--- config.mk ---
export PLATFORM = sky130hd
export DESIGN_NAME = rename_commit_queue
export DESIGN_NICKNAME = d
export VERILOG_FILES = /design/src/rtl/rename_pkg.sv /design/src/rtl/rename_commit_queue.sv
export SDC_FILE = /design/constraint.sdc
export NUM_CORES = 1
export LEC_CHECK = 0
export BUFFER_PORTS_ARGS = -buffer_cell sky130_fd_sc_hd__buf_4
export CORE_MARGIN = 10
export CORE_UTILIZATION = 35
export DETAILED_ROUTE_END_ITERATION = 6
export PLACE_DENSITY = 0.58
export SETUP_SLACK_MARGIN = 0.4
export SLEW_MARGIN = 20
export SYNTH_ARGS = -nofsm -noshare
export SYNTH_HDL_FRONTEND = slang
export SYNTH_SLANG_ARGS = --single-unit
--- constraint.sdc ---
create_clock -name CLK -period 2.85 [get_ports CLK]
set_clock_uncertainty 0.05 [all_clocks]
set_input_delay 0.1425 -clock CLK [delete_from_list [all_inputs] [get_ports CLK]]
set_output_delay 0.1425 -clock CLK [all_outputs]
set_load 0.02 [all_outputs]
--- src/rtl/rename_pkg.sv ---
// Shared rename constants used by the rename file and its commit queue.
// Both blocks are instantiated from these so name widths always agree.
package rename_pkg;

  localparam int NAME_WIDTH = 1;
  localparam int PHYS_REGS  = 1 << NAME_WIDTH;
  localparam int CQ_DEPTH   = 4;
  localparam int CQ_PTR_W   = $clog2(CQ_DEPTH);

endpackage

--- src/rtl/rename_commit_queue.sv ---
// In-order retirement queue for allocated physical names.
// Retires the oldest completed entry by driving the rename file free port.
module rename_commit_queue
  import rename_pkg::*;
#(
  parameter int name_width = NAME_WIDTH,
  parameter int depth      = CQ_DEPTH,
  parameter int ptr_width  = $clog2(depth)
) (
  input  logic                  CLK,
  input  logic                  RST,
  input  logic [name_width-1:0] ENQ_NAME,
  input  logic                  ENQ_E,
  output logic                  ENQ_READY,
  input  logic [name_width-1:0] DONE_NAME_1,
  input  logic                  DONE_E_1,
  input  logic [name_width-1:0] DONE_NAME_2,
  input  logic                  DONE_E_2,
  input  logic                  COMMIT_E,
  output logic                  COMMIT_READY,
  output logic [name_width-1:0] HEAD_NAME,
  output logic [name_width-1:0] NAME_F,
  output logic                  FE,
  output logic [ptr_width:0]    COUNT
);

  localparam logic [ptr_width:0] FULL_CNT = (ptr_width+1)'(depth);
  localparam logic [ptr_width-1:0] PTR_ONE = ptr_width'(1);

  logic [name_width-1:0] ent_name [depth];
  logic [depth-1:0]      ent_done;
  logic [depth-1:0]      ent_valid;

  logic [ptr_width-1:0]  head;
  logic [ptr_width-1:0]  tail;
  logic [ptr_width:0]    cnt;

  logic                  enq_fire;
  logic                  commit_fire;
  logic                  enq_hit;
  logic [depth-1:0]      done_hit;
  logic [ptr_width:0]    cnt_n;

  assign ENQ_READY    = (cnt != FULL_CNT);
  assign COMMIT_READY = (cnt != '0) && ent_done[head];
  assign HEAD_NAME    = (cnt != '0) ? ent_name[head] : '0;
  assign NAME_F       = HEAD_NAME;
  assign FE           = COMMIT_E && COMMIT_READY;
  assign COUNT        = cnt;

  assign enq_fire    = ENQ_E && ENQ_READY;
  assign commit_fire = FE;

  // Writeback racing its own allocate still marks the new entry done.
  assign enq_hit = (DONE_E_1 && (DONE_NAME_1 == ENQ_NAME))
                || (DONE_E_2 && (DONE_NAME_2 == ENQ_NAME));

  always_comb begin
    done_hit = '0;
    for (int i = 0; i < depth; i++) begin
      done_hit[i] = ent_valid[i]
        && ((DONE_E_1 && (DONE_NAME_1 == ent_name[i]))
         || (DONE_E_2 && (DONE_NAME_2 == ent_name[i])));
    end
  end

  always_comb begin
    cnt_n = cnt;
    if (enq_fire && !commit_fire)
      cnt_n = cnt + (ptr_width+1)'(1);
    else if (!enq_fire && commit_fire)
      cnt_n = cnt - (ptr_width+1)'(1);
  end

  always_ff @(posedge CLK or posedge RST) begin
    if (RST) begin
      head <= '0;
      tail <= '0;
      cnt  <= '0;
    end else begin
      cnt <= cnt_n;
      if (enq_fire)
        tail <= tail + PTR_ONE;
      if (commit_fire)
        head <= head + PTR_ONE;
    end
  end

  // Enqueue and retire never target the same slot: that needs full or empty.
  always_ff @(posedge CLK or posedge RST) begin
    if (RST) begin
      ent_done  <= '0;
      ent_valid <= '0;
      for (int i = 0; i < depth; i++)
        ent_name[i] <= '0;
    end else begin
      for (int i = 0; i < depth; i++) begin
        if (done_hit[i])
          ent_done[i] <= 1'b1;
        if (enq_fire && (tail == ptr_width'(i))) begin
          ent_name[i]  <= ENQ_NAME;
          ent_done[i]  <= enq_hit;
          ent_valid[i] <= 1'b1;
        end
        if (commit_fire && (head == ptr_width'(i))) begin
          ent_done[i]  <= 1'b0;
          ent_valid[i] <= 1'b0;
        end
      end
    end
  end

endmodule

# Yosys cells after proc, flatten, opt, wreduce, memory -nomap -nowiden
# Cells that the tools add are included.
# word_totals
register_bits	19
input_bits	9
out_inout_bits	8
elab_cells	113
# classes
n_bitwise	1
order_cmp	2
n_mux	28
n_reduce_logical	46
add_sub_neg	4
n_eq_ne	17
# ops
op	n
logical AND 1 bit	27
two-way mux 1 bit	24
nonzero test 3 bit	5
equality test 1 bit	10
nonzero test 2 bit	5
equality test 2 bit, second input constant	4
two-way mux 3 bit	2
logical OR 1 bit	5
adder 2 x 1 -> 2 bit, second input constant	2
binary-select mux 1 bit (select 2 bit)	2
equality test 2 x 1 -> 1 bit, second input constant	2
zero test 2 bit	2
adder 3 x 1 -> 3 bit, second input constant	1
greater-or-equal comparator 3 bit, second input constant	1
less-than comparator 2 x 3 -> 1 bit, second input constant	1
!= test 3 bit, second input constant	1
inverter 2 -> 3 bit	1
subtractor 3 x 1 -> 3 bit, second input constant	1
zero test 1 bit	2

# Depth between registers and ports, before layout
# Gate-level depths: netlist of run 1.
# logic_depth
ltp_word	7
ltp_mapped	11
depth_no_buf	10

# Worst setup path after synthesis of run 1
# No wires, ideal clock.
# synth_path
path_kind	register -> register
start	register head[1]
end	register cnt[2] (netlist: COUNT[2])
arrival_time_ns	2.399
period_less_slack_ns	2.529
stages_incl_launch_ff	12
path_buffers	1
setup_ns	0.080
setup_slack_ns	0.321
required_time_ns	2.720
path_cell_list	dfrtp_1 mux4_2 nor2b_4 and2_4 buf_6 inv_1 ha_1 inv_1 fa_1 xor2_1 nor2_1 xor2_1
# synth_via
elab_chain_len	7
elab_cells_between_ends	9
cone_classes	mux: 3; reduce/logical: 6
# synth_lines
item	line_no	source
start: declaration	rename_commit_queue.sv:34	logic [ptr_width-1:0] head;
start signal: assignment	rename_commit_queue.sv:85	head <= head + PTR_ONE;
binary-select mux 1 bit (select 2 bit) *	rename_commit_queue.sv:45	assign COMMIT_READY = (cnt != '0) && ent_done[head];
two-way mux 1 bit (implied by the code) *	rename_commit_queue.sv:45	
logical AND 1 bit *	rename_commit_queue.sv:45	
named net COMMIT_READY	rename_commit_queue.sv:20	output logic COMMIT_READY,
logical AND 1 bit *	rename_commit_queue.sv:48	assign FE = COMMIT_E && COMMIT_READY;
named net FE	rename_commit_queue.sv:23	output logic FE,
zero test 1 bit	rename_commit_queue.sv:69	if (enq_fire && !commit_fire)
logical AND 1 bit	rename_commit_queue.sv:69	
two-way mux 3 bit or nonzero test 2 bit (tied branches)	--	
end signal: assignment	rename_commit_queue.sv:81	cnt <= cnt_n;
end: declaration	rename_commit_queue.sv:36	logic [ptr_width:0] cnt;
# Mark *: on every way through the listed nets, which the timed path passes. The rest lies on a longest branch. The select of a mux whose other input is x is not followed.
# A chain may end at the register's enable or synchronous reset.

# Final worst setup path of run 1
# layout_path
start	register head[1]
end	register cnt[2] (netlist: COUNT[2])
# layout_via
elab_chain_len	7
elab_cells_between_ends	9
cone_classes	mux: 3; reduce/logical: 6
# layout_lines
item	line_no
binary-select mux 1 bit (select 2 bit) *	rename_commit_queue.sv:45
two-way mux 1 bit (implied by the code) *	rename_commit_queue.sv:45
logical AND 1 bit *	rename_commit_queue.sv:45
logical AND 1 bit *	rename_commit_queue.sv:48
zero test 1 bit	rename_commit_queue.sv:69
logical AND 1 bit	rename_commit_queue.sv:69
two-way mux 3 bit or nonzero test 2 bit (tied branches)	--
# Mark *: on every way between the ends. The rest lies on a longest branch, timed or not. The select of a mux whose other input is x is not followed.

==> reports/metrics.cfg, run 1 <==
[run_status]
run_status = complete, no violations

[clock_tree]
clock_sink_count = 19
clock_tree.root_cell = clkbuf_4
worstSkewPairLatency_ns = 0.30
clk_pin_slew_worst_paths_ns = 0.11
numCtsBuffers = 3
clockBufferDepth = 2
cts-htree-levels = 1
cts_tree = yes

[worst_setup_path]
timing.critical_path.arrival_ns = 2.53
criticalPathCategory = register to register
timing.critical_path.max_delay_family = multiplexers
max_stage_delay_ns = 0.50
cp.depth = 10
critical_path_slowest_stage_cell = mux4_2
setup.worst_path.end_class = register
r2r_cells = 10
critical_path.most_common_cell = xor2_1
crit_required_ns = 3.03
critPathBufInv = 2
cp_cell_sequence = mux4_2 > nor2b_4 > and2_4 > inv_4 > ha_4 > inv_2 > fa_2 > xor2_1 > nor2_1 > xor2_1
cp_max_fo = 12
startpoint_type = register

[detailed_routing]
detailroute.wirelength.met3_um = 86
drt_first_iter_violations = 36
met1Wirelength_mm = 1.16
postRouteWirelength_mm = 2.52
drt_pass1_iterations = 4
num_vias = 837
highest_layer = met4
final_antenna_net_count = 0
wl_per_cell_um = 15.0
vias_per_cell = 4.98
wl_met2_mm = 1.24
drc_errors = 0

[power_and_ir_drop]
vdd.ir_drop.worst_mv = 0.263
cellPowerDensity_nw_per_um2 = 1210
internal_power_mw = 0.964
comb_power_share = 0.584
swShare = 0.418
clk_pwr_share = 0.084
p_sw_mw = 0.693
leakage_nw = 0.631
power.sequential.fraction = 0.332

[sta]
setup_viol = 0
max_clock_freq_mhz = 426
max-slew-margin-rel = 0.510
fin_crit_sh = 0.824
finalSetupTns_ns = 0
finalMaxSlewViolations = 0
layout_min_cycle_time_ns = 2.35
rsz0062_at_grt = false
worst_slew_pin_slew_ns = 0.734
timing.final.hold_violations = 0

[placed_design]
gpl.final_weighted_congestion = 0.877
number_of_buffers_added_on_ports = 16
place_hpwl_mm = 2.01

[global_route]
grt_first_pass_wirelength_mm = 4.11
globalRouteOverflowTotal = 0
number_of_antenna_violations_at_the_first_check_in_global_routing = 0
grt_start_max_net_pins = 20
grtUsageTotal = 0.0837
grt_pass1_vias = 840

[yosys]
avgSynthCellArea_um2 = 11.0
synth.net_count = 124
yosysUniqueCellTypes = 31
synth_seq_cells = 19
synth-warning-count = 0
yosysSeqAreaShare = 0.411
syn_area_um2 = 1160
synthesis.instances = 105

[layout]
utilization = 0.442
layout_area_overhead_pct = 18.6
fin_nets = 144
final_layout_size_suffix_gt1_frac = 0.274
fillCellCount = 316
layout_common_cells = dfrtp_1 (18), buf_4 (17), ha_1 (8)
final-seq-area_um2 = 477
layout_commonest_cell = dfrtp_1
antenna_cells = 0
area_taken_by_multi_input_logic_gates_um2 = 643

[die]
floorplan.initialDensity = 0.373
die_height_um = 77.5
floorplan_core_area_um2 = 3100
io_pins = 17
design.die.area_um2 = 6000
die_w_um = 77.5
placement_rows = 20

[flow_run]
max_cap_viol_count = 0

[min_path]
min_delay_path_depth = 2
holdCritPathClass = input port to register

cell usage after synthesis:
cell	instances	share of area
mux4_1	1	0.023
mux2_2	6	0.058
a22oi_1	1	0.0065
nor2b_4	1	0.012
nand3_1	5	0.022
nand2b_1	5	0.027
nor2_1	5	0.016
a31oi_1	1	0.0054
a21o_1	1	0.0065
xor2_1	2	0.015
inv_1	8	0.026
and2_4	1	0.0076
ha_1	9	0.097
nand2_1	2	0.0065
xnor2_1	7	0.053
mux4_2	1	0.019
nor3_1	1	0.0043
or3b_1	1	0.0076
a21oi_1	4	0.017
a22o_1	2	0.015
clkbuf_1	1	0.0032
nor2b_1	1	0.0054
dfrtp_1	19	0.41
o21ai_0	1	0.0043
buf_4	1	0.0065
a211oi_1	3	0.019
buf_6	1	0.0097
and3_1	7	0.038
nor4_1	3	0.016
a2bb2oi_1	3	0.023
fa_1	1	0.017
registers in the layout, summed over array words and instances, names as in the netlist:
register   cells
ent_done       4
COUNT          3
ent_name       4
tail           2
ent_valid      4
head           2
cell type report:
| class | count | area share |
|---|---|---|
| clock buffers | 4 | 0.0192 |
| inverters | 8 | 0.0237 |
| multi-input cells | 75 | 0.469 |
| flip-flops and latches | 19 | 0.348 |
| well taps | 44 | 0.0401 |
| repair buffers | 18 | 0.100 |
final timing paths:
kind	end	from	slack [ns]
min reg2reg	COUNT[2]$_DFFE_PP0P_	COUNT[2]$_DFFE_PP0P_	0.47
min	ent_name[1]$_DFFE_PP0P_	ENQ_NAME	0.08
min in group asynchronous	ent_done[2]$_DFFE_PP0P_	RST	0.46
max in group asynchronous	head[1]$_DFFE_PP0N_	RST	1.78
max	COUNT[2]$_DFFE_PP0P_	head[1]$_DFFE_PP0N_	0.50
max reg2reg	COUNT[2]$_DFFE_PP0P_	head[1]$_DFFE_PP0N_	0.50
routing by layer:
layer	track usage	vias to the layer above
met2	0.142	14
met1	0.0989	410
met3	0.0207	4
li1	-	409
met4	0.0328	0
met5	0	-
power by group through the flow:
stage	clock network [mW]	registers, mW	logic [mW]
2_1_floorplan	0	0.546	0.711
3_3_place_gp	0	0.556	0.925
3_5_place_dp	0	0.566	0.956
4_1_cts	0.146	0.560	0.960
5_1_grt	0.155	0.576	1.06
6_report	0.139	0.550	0.967
kinds of logic after synthesis:
kind of cell	synth area share
and+or+nand+nor	0.162
DFF	0.411
AOI/OAI and AO/OA	0.0974
buffers and inverters	0.0455
adders and majority gates	0.115
xor gates and xnor gates	0.0682
muxes	0.101
stage by stage:
step	total power, mW	area (um2)	hold slack [ns]	instances	setup WS (ns)
floorplan	1.26	1180	0.0436	105	0.403
global placement	1.48	1330	0.264	162	0.484
detailed placement	1.52	1330	0.270	162	0.396
CTS	1.67	1360	0.0865	167	0.419
global route	1.79	1370	0.0852	168	0.409
finish	1.66	1370	0.0838	168	0.502
timing repair:
| action | CTS | global route |
|---|---|---|
| hold buffers | 1 | 0 |
| gates resized for setup | 1 | 0 |
| setup endpoints to repair | 1 | 1 |
| buffers inserted | 0 | 1 |
| endpoints found under the hold margin | 19 | 0 |
Power figures use the tool's default switching activity.
==> run 2, diff against run 1 <==
--- a/config.mk
+++ b/config.mk
@@ -5,11 +5,12 @@
 export SDC_FILE = /design/constraint.sdc
 export NUM_CORES = 1
 export LEC_CHECK = 0
+export ABC_AREA = 1
 export BUFFER_PORTS_ARGS = -buffer_cell sky130_fd_sc_hd__buf_4
 export CORE_MARGIN = 10
 export CORE_UTILIZATION = 35
 export DETAILED_ROUTE_END_ITERATION = 6
-export PLACE_DENSITY = 0.58
+export PLACE_DENSITY = 0.6
 export SETUP_SLACK_MARGIN = 0.4
 export SLEW_MARGIN = 20
 export SYNTH_ARGS = -nofsm -noshare
==> constraint.sdc (replaced) <==
create_clock -name CLK -period 2 [get_ports CLK]
set_clock_uncertainty 0.05 [all_clocks]
set_input_delay 0.1 -clock CLK [delete_from_list [all_inputs] [get_ports CLK]]
set_output_delay 0.1 -clock CLK [all_outputs]
set_load 0.02 [all_outputs]
==> reports/metrics.cfg, run 2 <==
[run_status]
run_status = complete, no violations

[global_route]
grt_first_pass_wirelength_mm = 5.57
number_of_antenna_violations_at_the_first_check_in_global_routing = 0
grtUsageTotal = 0.107
grt_start_max_net_pins = 20
globalRouteOverflowTotal = 0
grt_pass1_vias = 1254

[detailed_routing]
num_vias = 1221
drt_first_iter_violations = 20
final_antenna_net_count = 0
postRouteWirelength_mm = 3.24
vias_per_cell = 4.52
drc_errors = 0
wl_per_cell_um = 12.0
drt_pass1_iterations = 5

[clock_tree]
clk_pin_slew_worst_paths_ns = 0.07
clockBufferDepth = 2
cts_tree = yes
numCtsBuffers = 3
worstSkewPairLatency_ns = 0.26
cts-htree-levels = 1
clock_sink_count = 19
clock_tree.root_cell = clkbuf_8

[placed_design]
place_worst_setup_slack_ns = 0.0743
gpl.final_weighted_congestion = 0.830
number_of_buffers_added_on_ports = 16
place_hpwl_mm = 2.35

[worst_setup_path]
max_stage_delay_ns = 0.42
cp_max_fo = 6
critical_path_slowest_stage_cell = dfrtp_2
criticalPathCategory = register to register
cp_cell_sequence = inv_2 > nand2_2 > nand3_2 > nand2_4 > nand3_4 > ha_4 > inv_4 > fa_2 > mux2_4
timing.critical_path.arrival_ns = 1.98
crit_required_ns = 2.10
startpoint_type = register
setup.worst_path.end_class = register

[yosys]
synth-edff-count = 0
synth_largest_type_area_fraction = 0.359
synth.top_cells.by_count = nand2_1 (66), inv_1 (36), dfrtp_1 (19)
synthesis.instances = 187
yosysUniqueCellTypes = 23
synth-warning-count = 0
synth.net_count = 206
async_s_r_ff_share_synth = 1.00
ys_top_cells_by_area = dfrtp_1 (36%), nand2_1 (19%), inv_1 (10%)
post-synth-top-count-cell = nand2_1
syn_area_um2 = 1330
synth_seq_cells = 19
synth_largest_area_cell = dfrtp_1
avgSynthCellArea_um2 = 7.09
yosysSeqAreaShare = 0.359
dominantRegCellSynth = dfrtp_1

[sta]
max_clock_freq_mhz = 531
finalSetupTns_ns = 0
rsz0062_at_grt = true
finalMaxSlewViolations = 0
timing.final.hold_violations = 0
fin_crit_sh = 0.942
final.setup.worst_slack_ns = 0.117
layout_min_cycle_time_ns = 1.88
max-slew-margin-rel = 0.482
setup_viol = 0
worst_slew_pin_slew_ns = 0.776

[die]
floorplan.initialDensity = 0.362
io_pins = 17
design.die.area_um2 = 6650
die_w_um = 81.5
die_height_um = 81.5
floorplan_core_area_um2 = 3660
placement_rows = 22

[power_and_ir_drop]
cellPowerDensity_nw_per_um2 = 1630
leakage_nw = 0.986
vdd.ir_drop.worst_mv = 0.946

[layout]
layout_commonest_cell = nand2_1
reg.largest.list = ent_done x4, ent_name x4, ent_valid x4
layout_area_overhead_pct = 32.5
fin_nets = 242
utilization = 0.479
antenna_cells = 0
final_layout_size_suffix_gt1_frac = 0.279
layout_common_cells = nand2_1 (61), inv_1 (34), buf_4 (30)

[min_path]
holdCritPathClass = input port to register

[flow_run]
max_cap_viol_count = 0

[run 2: critical path: cells and delay by family (launching register included)]
| kind | cells | cell delay (ns) |
|---|---|---|
| adders and majority gates | 2 | 0.59 |
| DFF | 1 | 0.42 |
| and+or+nand+nor | 4 | 0.32 |
| muxes | 1 | 0.27 |
| buffers and inverters | 2 | 0.13 |
[run 2: metal layers]
layer  up-vias  GRT usage  part of all wire
met5         -          0                 0
li1        639          -                 -
met4         0     0.0588             0.025
met3         9     0.0251             0.056
met1       546      0.126              0.44
met2        27      0.175              0.48
[run 2: final timing paths]
path	cells past startpoint	startpoint	slack [ns]	end
setup reg to reg	9	head[0]$_DFFE_PP0N_	0.12	COUNT[1]$_DFFE_PP0P_
hold / removal	3	ENQ_E	0.08	tail[0]$_DFFE_PP0P_
hold reg to reg	2	ent_name[1]$_DFFE_PP0P_	0.49	ent_name[1]$_DFFE_PP0P_
max in group asynchronous	3	RST	0.88	head[0]$_DFFE_PP0N_
min in group asynchronous	3	RST	0.48	tail[1]$_DFFE_PP0P_
setup / recovery	9	head[0]$_DFFE_PP0N_	0.12	COUNT[1]$_DFFE_PP0P_
[run 2: logic make-up after synthesis]
group	Yosys count	share of synthesized area
simple gates	102	0.347
mux	1	0.00850
compound gates	13	0.0491
xor+xnor	3	0.0198
fa+ha+maj	10	0.100
buf+inv	39	0.117
flops	19	0.359
[run 2: what timing repair did]
action,4_1_cts,5_1_grt
endpoints found under the setup margin,5,7
pin swaps,5,3
buffers inserted,8,3
hold endpoints to repair,19,0
hold buffers,1,0
gates resized for setup,6,10
[run 2: through the flow]
step | std cells | hold WS, ns | total power, mW | cell area [um2]
6_report | 270 | 0.0846 | 2.87 | 1760
2_1_floorplan | 187 | 0.000922 | 1.83 | 1360
3_5_place_dp | 254 | 0.244 | 2.28 | 1560
5_1_grt | 270 | 0.0965 | 3.16 | 1760
4_1_cts | 267 | 0.0649 | 2.74 | 1700
3_3_place_gp | 254 | 0.238 | 2.27 | 1560
[run 2: area by class of cell]
cell class,count,area (um2)
timing repair buffer,32,246
clock buffer,4,45.0
fill,359,1910
inverter,38,150
sequential,19,479
tap,48,60.1
multi-input combinational,129,774
[run 2: where the power goes]
part	total, mW	internal, mW	switching [mW]
registers	0.739	0.583	0.157
clock network	0.279	0.142	0.137
logic	1.85	0.841	1.01
total	2.87	1.57	1.30
==> run 3, diff against run 2 <==
--- a/config.mk
+++ b/config.mk
@@ -8,9 +8,9 @@
 export ABC_AREA = 1
 export BUFFER_PORTS_ARGS = -buffer_cell sky130_fd_sc_hd__buf_4
 export CORE_MARGIN = 10
-export CORE_UTILIZATION = 35
+export CORE_UTILIZATION = 41
 export DETAILED_ROUTE_END_ITERATION = 6
-export PLACE_DENSITY = 0.6
+export PLACE_DENSITY = 0.67
 export SETUP_SLACK_MARGIN = 0.4
 export SLEW_MARGIN = 20
 export SYNTH_ARGS = -nofsm -noshare
==> reports/metrics.cfg, run 3 (synthesized netlist as in run 2, its figures left out) <==
[placed_design]
place_hpwl_mm = 2.22
gpl.final_weighted_congestion = 0.844
number_of_buffers_added_on_ports = 16
place_worst_setup_slack_ns = 0.0806
place_inst = 250

[power_and_ir_drop]
cellPowerDensity_nw_per_um2 = 1640
leakage_nw = 0.990
p_total_mw = 2.87
vdd.ir_drop.worst_mv = 0.828

[die]
io_pins = 17
die_w_um = 76.9
floorplan.initialDensity = 0.430
floorplan_core_area_um2 = 3080
design.die.area_um2 = 5910
die_height_um = 76.9
placement_rows = 20

[clock_tree]
clockBufferDepth = 2
clk_pin_slew_worst_paths_ns = 0.12
clock_sink_count = 19
cts-htree-levels = 1
worstSkewPairLatency_ns = 0.31
clock_tree.root_cell = clkbuf_4
numCtsBuffers = 3
cts_tree = yes

[detailed_routing]
vias_per_cell = 4.50
wl_met2_mm = 1.53
postRouteWirelength_mm = 3.21
drt_first_iter_violations = 64
drc_errors = 0
final_antenna_net_count = 0
met1Wirelength_mm = 1.54
wl_per_cell_um = 12.0
drt_pass1_iterations = 4
highest_layer = met4
num_vias = 1206
detailroute.wirelength.met3_um = 89

[sta]
worst_slew_pin_slew_ns = 0.780
fin_crit_sh = 0.955
finalSetupTns_ns = 0
layout_min_cycle_time_ns = 1.91
finalMaxSlewViolations = 0
max_clock_freq_mhz = 524
timing.final.hold_violations = 0
max-slew-margin-rel = 0.480
final.setup.worst_slack_ns = 0.0900
rsz0062_at_grt = true
setup_viol = 0

[global_route]
number_of_antenna_violations_at_the_first_check_in_global_routing = 0
grt_first_pass_wirelength_mm = 5.40
grtUsageTotal = 0.109
globalRouteOverflowTotal = 0
grt_start_max_net_pins = 20
grt_pass1_vias = 1191

[worst_setup_path]
criticalPathCategory = register to register
crit-reg2reg-capture = COUNT[2]$_DFFE_PP0P_
r2r-start = head[0]$_DFFE_PP0N_
timing.critical_path.arrival_ns = 2.06
cp_max_fo = 6
setup.worst_path.end_class = register
crit_required_ns = 2.15
startpoint_type = register
r2r_cells = 11
worst-r2r-setup-slack_ns = 0.09
worstSetupStartpoint = head[0]$_DFFE_PP0N_

[flow_run]
max_cap_viol_count = 0

[min_path]
holdCritPathClass = input port to register
endpoint_of_the_worst_hold_path = tail[0]$_DFFE_PP0P_
min_delay_path_depth = 3
timing.hold.worst.start = ENQ_E

[layout]
layout_common_cells = nand2_1 (60), inv_1 (33), buf_4 (30)
layout_area_overhead_pct = 32.2
post_layout_nonfiller_instances = 268
reg.largest.list = ent_done x4, ent_name x4, ent_valid x4
layout_commonest_cell = nand2_1
fin_nets = 244
antenna_cells = 0
fillCellCount = 288
final_layout_size_suffix_gt1_frac = 0.290

[run_status]
run_status = complete, no violations

run 3: critical path: stages, from the launching register on:
cell	delay, ns
dfrtp_2	0.47
inv_2	0.11
nand2_2	0.08
nand3_4	0.07
nand2_4	0.06
nand3_4	0.07
ha_4	0.14
inv_4	0.03
fa_2	0.34
a21oi_2	0.15
o21ai_1	0.09
xor2_1	0.15
run 3: layout make-up:
cell class                 instances  area, um2  share of cell area
clock buffer                       3       22.5              0.0129
clock inverter                     1       5.00             0.00286
inverter                          38        150              0.0857
multi-input combinational        129        771               0.440
sequential                        19        479               0.274
tap                               44       55.1              0.0314
timing repair buffer              34        269               0.154
run 3: worst max-delay path by stage:
stage / to / cells after the start / slack, ns
detailed placement: COUNT[2]$_DFFE_PP0P_ / 11 / 0.08
CTS: COUNT[1]$_DFFE_PP0P_ / 8 / 0.12
global route: COUNT[2]$_DFFE_PP0P_ / 11 / 0.02
finish: COUNT[2]$_DFFE_PP0P_ / 11 / 0.09
floorplan: COUNT[1]$_DFFE_PP0P_ / 8 / 0.07
global placement: COUNT[1]$_DFFE_PP0P_ / 8 / 0.10
run 3: what timing repair did:
item                                   4_1_cts  5_1_grt
setup buffers                                9        4
hold buffers                                 1        0
setup endpoints to repair                    5        7
pin swaps                                    2        2
gates cloned                                 0        0
endpoints found under the hold margin       19        0
resized for setup                            3       15
run 3: through the flow:
stage	hold slack [ns]	area, um2	util
detailed placement	0.239	1560	0.507
global placement	0.247	1560	0.507
global route	0.0324	1750	0.569
CTS	0.0209	1670	0.543
floorplan	0.000922	1360	-
finish	0.0339	1750	0.569
run 3: layer usage:
layer	vias to the layer above	global-route usage
li1	645	-
met1	535	0.136
met2	22	0.178
met3	4	0.0175
met4	0	0.0520
met5	-	0
run 3: where the power goes:
part | leakage [nW] | total [mW] | switching (mW) | internal (mW)
sequential | 0.217 | 0.739 | 0.158 | 0.581
clock | 0.0177 | 0.207 | 0.132 | 0.0747
combinational | 0.756 | 1.92 | 1.03 | 0.897
total | 0.990 | 2.87 | 1.31 | 1.55
